### config.mk
export PLATFORM = sky130hd
export DESIGN_NAME = regfile_wb_ctrl
export DESIGN_NICKNAME = d
export VERILOG_FILES = /design/src/rtl/regfile_pkg.sv /design/src/rtl/wb_fifo.sv /design/src/rtl/regfile_wb_ctrl.sv
export SDC_FILE = /design/constraint.sdc
export NUM_CORES = 1
export LEC_CHECK = 0
export ABC_AREA = 1
export CAP_MARGIN = 0
export CORE_MARGIN = 2
export CORE_UTILIZATION = 35
export DETAILED_ROUTE_END_ITERATION = 10
export SYNTH_ARGS = -nofsm -noshare
export SYNTH_HDL_FRONTEND = slang
export SYNTH_SLANG_ARGS = --single-unit
### constraint.sdc
create_clock -name clock -period 10.9 [get_ports clock]
set_clock_uncertainty 0.15 [all_clocks]
set_input_delay 2.18 -clock clock [delete_from_list [all_inputs] [get_ports clock]]
set_output_delay 2.18 -clock clock [all_outputs]
set_load 0.05 [all_outputs]
### src/rtl/regfile_pkg.sv
// Shared types and sizes for the register-file writeback path.
package regfile_pkg;

    localparam int ADDR_W   = 5;
    localparam int DATA_W   = 32;
    localparam int NUM_REGS = 16;

    typedef struct packed {
        logic [ADDR_W-1:0] dest;
        logic [DATA_W-1:0] data;
    } wb_entry_t;

    // Destinations past the implemented registers are discarded rather than queued.
    function automatic logic is_writable(input logic [ADDR_W-1:0] addr);
        return {1'b0, addr} < (ADDR_W + 1)'(NUM_REGS);
    endfunction

endpackage

### src/rtl/wb_fifo.sv
// Two-write / one-read circular buffer; exposes every entry in age order
// (index 0 = oldest) with a matching valid mask so the top can bypass from it.
module wb_fifo
    import regfile_pkg::*;
#(
    parameter  int DEPTH = 4,
    localparam int PTR_W = $clog2(DEPTH),
    localparam int CNT_W = PTR_W + 1
) (
    input  logic                  clock,
    input  logic                  reset,
    input  logic                  push0,
    input  wb_entry_t             entry0,
    input  logic                  push1,
    input  wb_entry_t             entry1,
    input  logic                  pop,
    output wb_entry_t [DEPTH-1:0] age_entry,
    output logic      [DEPTH-1:0] age_valid,
    output logic      [CNT_W-1:0] count
);

    wb_entry_t        entry_mem [DEPTH];
    logic [PTR_W-1:0] wr_ptr_reg, wr_ptr_next, wr_ptr_inc;
    logic [PTR_W-1:0] rd_ptr_reg, rd_ptr_next;
    logic [CNT_W-1:0] count_reg, count_next;

    // push1 is only ever asserted together with push0, so it lands one slot later.
    assign wr_ptr_inc  = wr_ptr_reg + PTR_W'(1);
    assign wr_ptr_next = wr_ptr_reg + PTR_W'(push0) + PTR_W'(push1);
    assign rd_ptr_next = rd_ptr_reg + PTR_W'(pop);
    assign count_next  = count_reg + CNT_W'(push0) + CNT_W'(push1) - CNT_W'(pop);

    always_ff @(posedge clock or negedge reset) begin
        if (!reset) begin
            wr_ptr_reg <= '0;
            rd_ptr_reg <= '0;
            count_reg  <= '0;
        end else begin
            wr_ptr_reg <= wr_ptr_next;
            rd_ptr_reg <= rd_ptr_next;
            count_reg  <= count_next;
        end
    end

    // Payload storage is deliberately left out of reset.
    always_ff @(posedge clock) begin
        if (push0) entry_mem[wr_ptr_reg] <= entry0;
        if (push1) entry_mem[wr_ptr_inc] <= entry1;
    end

    genvar gi;
    generate
        for (gi = 0; gi < DEPTH; gi++) begin : g_age
            logic [PTR_W-1:0] idx;
            assign idx           = rd_ptr_reg + PTR_W'(gi);
            assign age_entry[gi] = entry_mem[idx];
            assign age_valid[gi] = CNT_W'(gi) < count_reg;
        end
    endgenerate

    assign count = count_reg;

endmodule

### src/rtl/regfile_wb_ctrl.sv
// Writeback controller: arbitrates mem/ALU writebacks into a small queue,
// drains one per cycle to the register file and bypasses queued values to rs/rt.
module regfile_wb_ctrl
    import regfile_pkg::*;
#(
    parameter  int DEPTH = 4,
    localparam int CNT_W = $clog2(DEPTH) + 1
) (
    input  logic              clock,
    input  logic              reset,
    input  logic              mem_valid,
    output logic              mem_ready,
    input  logic [ADDR_W-1:0] mem_dest,
    input  logic [DATA_W-1:0] mem_data,
    input  logic              alu_valid,
    output logic              alu_ready,
    input  logic [ADDR_W-1:0] alu_dest,
    input  logic [DATA_W-1:0] alu_data,
    input  logic              rf_hold,
    output logic              rf_wr,
    output logic [ADDR_W-1:0] rf_controle,
    output logic [DATA_W-1:0] rf_entrada,
    input  logic [ADDR_W-1:0] rs,
    input  logic [ADDR_W-1:0] rt,
    output logic              fwdA_hit,
    output logic [DATA_W-1:0] fwdA_data,
    output logic              fwdB_hit,
    output logic [DATA_W-1:0] fwdB_data,
    output logic [CNT_W-1:0]  count,
    output logic              drop_err
);

    localparam int FREE_W = CNT_W + 1;

    wb_entry_t [DEPTH-1:0] age_entry;
    logic      [DEPTH-1:0] age_valid;
    logic      [FREE_W-1:0] free;
    logic                  pop;
    logic                  mem_acc, alu_acc, mem_keep, alu_keep;
    logic                  push0, push1;
    wb_entry_t             entry0, entry1;
    logic                  drop_err_reg, drop_err_next;

    assign pop   = (count != '0) & ~rf_hold;
    assign rf_wr = pop;

    // A slot freed by this cycle's pop is immediately reusable.
    assign free      = FREE_W'(DEPTH) - FREE_W'(count) + FREE_W'(pop);
    assign mem_ready = free != '0;
    assign alu_ready = (free >= FREE_W'(2)) | ((free == FREE_W'(1)) & ~mem_valid);

    assign mem_acc  = mem_valid & mem_ready;
    assign alu_acc  = alu_valid & alu_ready;
    assign mem_keep = mem_acc & is_writable(mem_dest);
    assign alu_keep = alu_acc & is_writable(alu_dest);

    // Memory goes in first (older); a lone surviving ALU request takes slot 0.
    assign push0  = mem_keep | alu_keep;
    assign push1  = mem_keep & alu_keep;
    assign entry0 = mem_keep ? wb_entry_t'{dest: mem_dest, data: mem_data}
                             : wb_entry_t'{dest: alu_dest, data: alu_data};
    assign entry1 = wb_entry_t'{dest: alu_dest, data: alu_data};

    assign drop_err_next = drop_err_reg | (mem_acc & ~mem_keep) | (alu_acc & ~alu_keep);

    always_ff @(posedge clock or negedge reset) begin
        if (!reset) drop_err_reg <= 1'b0;
        else        drop_err_reg <= drop_err_next;
    end
    assign drop_err = drop_err_reg;

    wb_fifo #(.DEPTH(DEPTH)) u_fifo (
        .clock     (clock),
        .reset     (reset),
        .push0     (push0),
        .entry0    (entry0),
        .push1     (push1),
        .entry1    (entry1),
        .pop       (pop),
        .age_entry (age_entry),
        .age_valid (age_valid),
        .count     (count)
    );

    assign rf_controle = age_entry[0].dest;
    assign rf_entrada  = age_entry[0].data;

    // Scan oldest to youngest so the last match (youngest) wins.
    genvar gi;
    generate
        for (gi = 0; gi < 2; gi++) begin : g_fwd
            logic [ADDR_W-1:0] addr;
            logic              hit;
            logic [DATA_W-1:0] data;
            assign addr = (gi == 0) ? rs : rt;
            always_comb begin
                hit  = 1'b0;
                data = '0;
                for (int k = 0; k < DEPTH; k++) begin
                    if (age_valid[k] && is_writable(addr) && age_entry[k].dest == addr) begin
                        hit  = 1'b1;
                        data = age_entry[k].data;
                    end
                end
            end
        end
    endgenerate

    assign fwdA_hit  = g_fwd[0].hit;
    assign fwdA_data = g_fwd[0].data;
    assign fwdB_hit  = g_fwd[1].hit;
    assign fwdB_data = g_fwd[1].data;

endmodule

==> results of run 1 <==
## cells by family after synthesis
group                    share of synthesized area, %
AND/OR/NAND/NOR                                  34.7
AO/OA/AOI/OAI                                    17.3
multiplexers                                    0.437
flip-flops                                       33.8
adder cells (fa/ha/maj)                          1.07
buffers and inverters                            11.9
XOR/XNOR                                        0.891
## final cells by class
type,count,area [um2]
flip-flops and latches,156,4650
clock inverters,14,124
repair buffers,223,2170
clock buffers,18,429
multi-input cells,1638,7510
inverters,228,860
well taps,518,648
fillers,4060,22400
## through the flow
stage | std cells | cell area (um2) | setup WS, ns
after floorplan | 2179 | 13800 | 4.06
after detailed placement | 2763 | 15800 | 2.62
after CTS | 2795 | 16400 | 2.62
after global placement | 2763 | 15800 | 2.65
final | 2795 | 16400 | 2.58
after global routing | 2795 | 16400 | 2.41
## power by group
part / internal, W / leakage (nW) / switching, W
clock network: 0.000300 / 0.268 / 0.000257
registers: 0.000845 / 1.44 / 0.0000793
logic: 0.000914 / 5.79 / 0.00275
total: 0.00206 / 7.50 / 0.00309
## layer usage
metal	GRT usage, %	vias up	part of all wire, %
met1	40.7	6502	51
met3	4.47	24	10
met2	31.5	730	38
met4	4.35	0	0.69
met5	0	-	0
li1	-	7323	-
## cells in the mapped netlist, types with 7 or more instances
master,count,area (um2)
buf_2,65,325
clkbuf_1,57,214
inv_1,223,837
a21oi_1,72,360
nor2_1,58,218
nand2_1,778,2920
nand4_1,39,244
buf_6,8,90.1
nand3_1,237,1190
o21ai_1,37,185
edfxtp_1,148,4440
dfrtp_1,8,200
xor2_1,12,105
buf_1,14,52.6
nand3b_1,7,52.6
ha_1,7,87.6
buf_4,13,97.6
o21ai_0,358,1790
## layout by cell type (no fill, tap or decap), types with 25 or more instances in the layout
master / n
clkdlybuf4s50_1: 198
nand2_1: 776
o21ai_0: 358
inv_1: 223
nor2_1: 55
nand4_1: 39
buf_4: 25
o21ai_1: 37
a21oi_1: 72
edfxtp_1: 148
nand3_1: 235
## worst reg2reg max path, cell delays in order, from the launching register on
cell and delay, ns:
dfrtp_1 0.52, inv_1 0.20, a31oi_1 0.43, inv_1 0.09, ha_1 0.21, inv_1 0.07, ha_1 0.17, nand4_1 0.09
o21ai_1 0.13, nand3_1 0.14, nand3b_1 0.11, buf_4 0.63, nor2_1 0.31, nand2_2 0.48, buf_4 0.52, nand2_1 0.11
buf_4 0.32
## worst max-delay path by stage
stage                  from                               end  slack [ns]  cells after the start
floorplan           rf_hold  u_fifo.entry_mem[3][0]$_DFFE_PP_        4.06                      9
global placement      rt[2]                     fwdB_data[25]        2.65                     12
CTS                   rt[2]                     fwdB_data[25]        2.62                     12
global route          rt[2]                     fwdB_data[30]        2.41                     12
detailed placement    rt[2]                     fwdB_data[25]        2.62                     12
finish                rt[2]                     fwdB_data[25]        2.58                     12
==> reports/qor.txt, run 1 <==
synthesized flop and latch total: 156
Hold Path Class: flop to flop
Detailed Routing Iterations Pass 1: 6
Cell Area, Synth: 0.0138 mm2
Die ar.: 0.0409 mm2
layout cells sized above 1: 3.78%
Setup crit end kind: output pin
vias in the first global route: 12,600
Syn Nets: 2,278
vias after detailed routing: 14,600
CTS Buffer Depth: 2
Min-Delay Startpoint: drop_err$_DFF_PN0_
initial antenna violation count: 0
Rows: 72
deepest level of the CTS H-tree: 4
Synthesis Warnings: 0
sequential element share of the synthesized area: 33.8%
Root Buffer: clkbuf_16
final hold violations: 0
IO Port Bufs: 198
RSZ-0062 raised after global routing: no
Data required, critical path: 8.57 ns
RePlAce Congestion: 0.896
Worst setup SP type: input port
max capacitance violation total: 0
RR Endpoint: u_fifo.entry_mem[2][12]$_DFFE_PP_
FFs w/ async S/R, synth: 5.13%
Worst-path clk slew: 0.06 ns
Antenna Cells: 0
fin. max-slew vios: 0
total chip power: 0.00514 W
worst skew pair latency: 0.42 ns
DR vias/cell: 5.22
largest net degree at the start of global routing: 142
Power per Cell Area: 314 mW/mm2
post-CTS sizing: 0
global-route wire length before repair: 77.0 mm
worst-path cell chain: clkdlybuf4s50_1, inv_1, nand2_1, nand2_1, nor2_4, nand3_2, nand2_1, nand2_1, nand2_1, nand2_1, nand2_1, clkdlybuf4s50_1
IO Count: 199
reg-to-reg setup timing slack: 5.87 ns
Routed WL: 51.0 mm
status: finished clean
Most used DFF post-synth: edfxtp_1
Leak: 7.50 nW
Hold EP: drop_err$_DFF_PN0_
Tcrit/Tclk final: 76.3%
syn avg cell area: 6.31 um2
f_max: 120 MHz
Syn-to-layout area delta: 19.1%
Num CTS Buffers: 17
Die Span X: 202 um
slew margin rel.: 29.2%
peak supply drop: 0.000164 V
CP Class: input port to output pin
post-synthesis cell type count: 33
Detailed Place HPWL: 37.2 mm
reg2reg start: u_fifo.count[2]$_DFF_PN0_
CP Data Arrival Time: 5.99 ns
max FFs per register: 148
DRC viols: 0
Core Area: 0.0387 mm2
slowest CP cell: nand3_2
grt total ovfl: 0
post-layout util: 42.3%
die height: 202 um
CP dominant cell by count: nand2_1
Critical path buffers and inverters: 3
cells after synthesis: 2,179
number of flops mapped to enable cells by yosys: 148
cts hold-fix bufs: 0
setup violation total in the final timing report: 0
Post-DRT Antenna Nets: 0
crit-path max FO: 33
CP delay by family, top: simple AND/OR/NAND/NOR gates
Initial Utilization: 35.5%
Final nets: 2,363
TritonCTS Sinks: 156
Crit path largest cell delay: 0.85 ns
initial drt markers: 1,664
Post-CTS Setup Bufs: 0
worst hold path cell count: 1
TritonCTS clock tree: built
GRT Total Usage: 24.3%
final hold slack: 0.325 ns
average wire per standard cell: 18.2 um
Reg2Reg Depth: 16
Final TNS setup: 0 ns
crit path time final: 8.32 ns
Slew @ Worst Pin: 1.06 ns
Power figures use the tool's default switching activity.
==> run 2: changes to the inputs <==
- clock period: 10.9 -> 8.2 ns (I/O delays scaled with it)
==> run 2 against run 1 <==
Compared with the run above: sequential cell count unchanged; via count up 0.63%; non-clock buffer count up 2; wire length increased by 1.6%; register-to-register slack got worse by 1.8 ns; combinational power rose by 32%; global-route usage is 0.57 points higher; critical path depth fell by 2; die area unchanged; first-iteration DRC count increased by 0.54%; critical path type unchanged; critical endpoint is now fwdA_data[18]; largest power group unchanged.
==> reports/qor.txt, run 2 (synthesis gave the netlist of run 1 again) <==
max FFs per register: 148 (unchanged)
total chip power: 0.00686 W (+33%)
status: finished clean
DRC viols: 0 (unchanged)
f_max: 140 MHz
Detailed Routing Iterations Pass 1: 6 (unchanged)
CP endpoint: fwdA_data[18]
CP Class: input port to output pin
CTS Buffer Depth: 2 (unchanged)
cts hold-fix bufs: 0 (unchanged)
slew margin rel.: 8.18% (-21 points)
TritonCTS Sinks: 156 (unchanged)
Slew @ Worst Pin: 1.37 ns (+0.313 ns)
commonest non-fill, non-tap cell in the layout: nand2_1
global-route wire length before repair: 78.9 mm (+2.4%)
max capacitance violation total: 0 (unchanged)
Reg2Reg Depth: 13 (-3)
Routed WL: 51.8 mm (+1.6%)
Detailed Place HPWL: 37.9 mm (+1.8%)
grt total ovfl: 0 (unchanged)
DR vias/cell: 5.25 (+0.56%)
average wire per standard cell: 18.5 um (+1.5%)
RePlAce Congestion: 0.874 (-2.4%)
initial antenna violation count: 0 (unchanged)
Post-CTS Setup Bufs: 0 (unchanged)
worst skew pair latency: 0.43 ns (about the same)
peak supply drop: 0.000210 V (+28%)
RR Endpoint: u_fifo.entry_mem[0][10]$_DFFE_PP_
Rows: 72 (unchanged)
Setup crit end kind: output pin
reg-to-reg setup timing slack: 4.03 ns (-1.84 ns)
crit-path max FO: 33 (unchanged)
Final nets: 2,365 (+0.085%)
vias after detailed routing: 14,700 (+0.63%)
GRT Total Usage: 24.9% (+0.57 points)
layout cells sized above 1: 3.91% (+0.13 points)
Worst-path clk slew: 0.07 ns (about the same)
deepest level of the CTS H-tree: 4 (unchanged)
Post-DRT Antenna Nets: 0 (unchanged)
Initial Utilization: 35.5% (unchanged)
Antenna Cells: 0 (unchanged)
Final TNS setup: 0 ns (unchanged)
die height: 202 um (unchanged)
Tcrit/Tclk final: 87.3%
CP Data Arrival Time: 5.37 ns (-0.62 ns)
Root Buffer: clkbuf_16
post-CTS sizing: 0 (unchanged)
Die ar.: 0.0409 mm2 (unchanged)
Power per Cell Area: 417 mW/mm2 (+33%)
most frequent cells in the layout: nand2_1 (776), o21ai_0 (358), nand3_1 (235)
Core Area: 0.0387 mm2 (unchanged)
fin. max-slew vios: 0 (unchanged)
crit path time final: 7.16 ns
Worst setup SP type: input port
final hold violations: 0 (unchanged)
setup violation total in the final timing report: 0 (unchanged)
RSZ-0062 raised after global routing: no
initial drt markers: 1,673 (+0.54%)
reg2reg start: u_fifo.count[2]$_DFF_PN0_
Min-Delay Startpoint: drop_err$_DFF_PN0_
largest net degree at the start of global routing: 151 (+6.3%)
IO Port Bufs: 198 (unchanged)
Leak: 7.53 nW (+0.45%)
Hold Path Class: flop to flop
Syn-to-layout area delta: 19.5%
vias in the first global route: 12,700 (+1.5%)
IO Count: 199 (unchanged)
TritonCTS clock tree: built
launch point of the worst path: rs[2]
Data required, critical path: 6.41 ns (-2.16 ns)
Num CTS Buffers: 17 (unchanged)
Die Span X: 202 um (unchanged)
[run 2: routing by layer]
layer  up-vias  part of all wire (%)  GRT usage (%)
li1       7324                     -              -
met1      6576                    51           41.7
met4         0                   1.1           4.80
met5         -                     0              0
met2       738                    38           32.5
met3        33                   9.7           3.95
[run 2: through the flow]
stage / hold slack, ns / utilization [%] / cells / instance area [um2] / setup WS, ns
after CTS: 0.324 / 42.5 / 2797 / 16400 / 1.09
after global placement: 0.306 / 40.9 / 2765 / 15800 / 1.12
after detailed placement: 0.308 / 40.9 / 2765 / 15800 / 1.11
final: 0.321 / 42.5 / 2797 / 16400 / 1.04
after global routing: 0.370 / 42.5 / 2797 / 16400 / 0.774
after floorplan: 0.338 / - / 2179 / 13800 / 1.90
[run 2: worst max-delay path, stage by stage]
cell and delay, ns:
clkdlybuf4s50_1 0.57, inv_1 0.13, xor2_1 0.18, nor2_2 0.11, buf_4 0.40, nand2_1 0.91
nand3_1 0.35, nand2_1 0.07, nand2_1 0.14, clkdlybuf4s50_1 0.82
[run 2: worst min path at each step]
stage | endpoint | slack [ns] | cells after the start
detailed placement | drop_err$_DFF_PN0_ | 0.31 | 1
CTS | drop_err$_DFF_PN0_ | 0.32 | 1
floorplan | u_fifo.rd_ptr_reg[0]$_DFF_PN0_ | 0.34 | 1
global route | drop_err$_DFF_PN0_ | 0.37 | 1
finish | drop_err$_DFF_PN0_ | 0.32 | 1
global placement | drop_err$_DFF_PN0_ | 0.31 | 1
[run 2: final cells by class]
| cell class | instances | area [um2] |
|---|---|---|
| clock buffers | 17 | 425 |
| clock inverters | 15 | 170 |
| flip-flops and latches | 156 | 4650 |
| repair buffers | 225 | 2180 |
| multi-input cells | 1638 | 7510 |
| inverters | 228 | 860 |
| well taps | 518 | 648 |
| fillers | 4045 | 22300 |
[run 2: power breakdown]
group	internal (W)	total (W)	leakage (nW)	switching [W]
Combinational	0.00121	0.00483	5.80	0.00362
Sequential	0.00112	0.00125	1.44	0.000126
Clock	0.000409	0.000774	0.291	0.000364
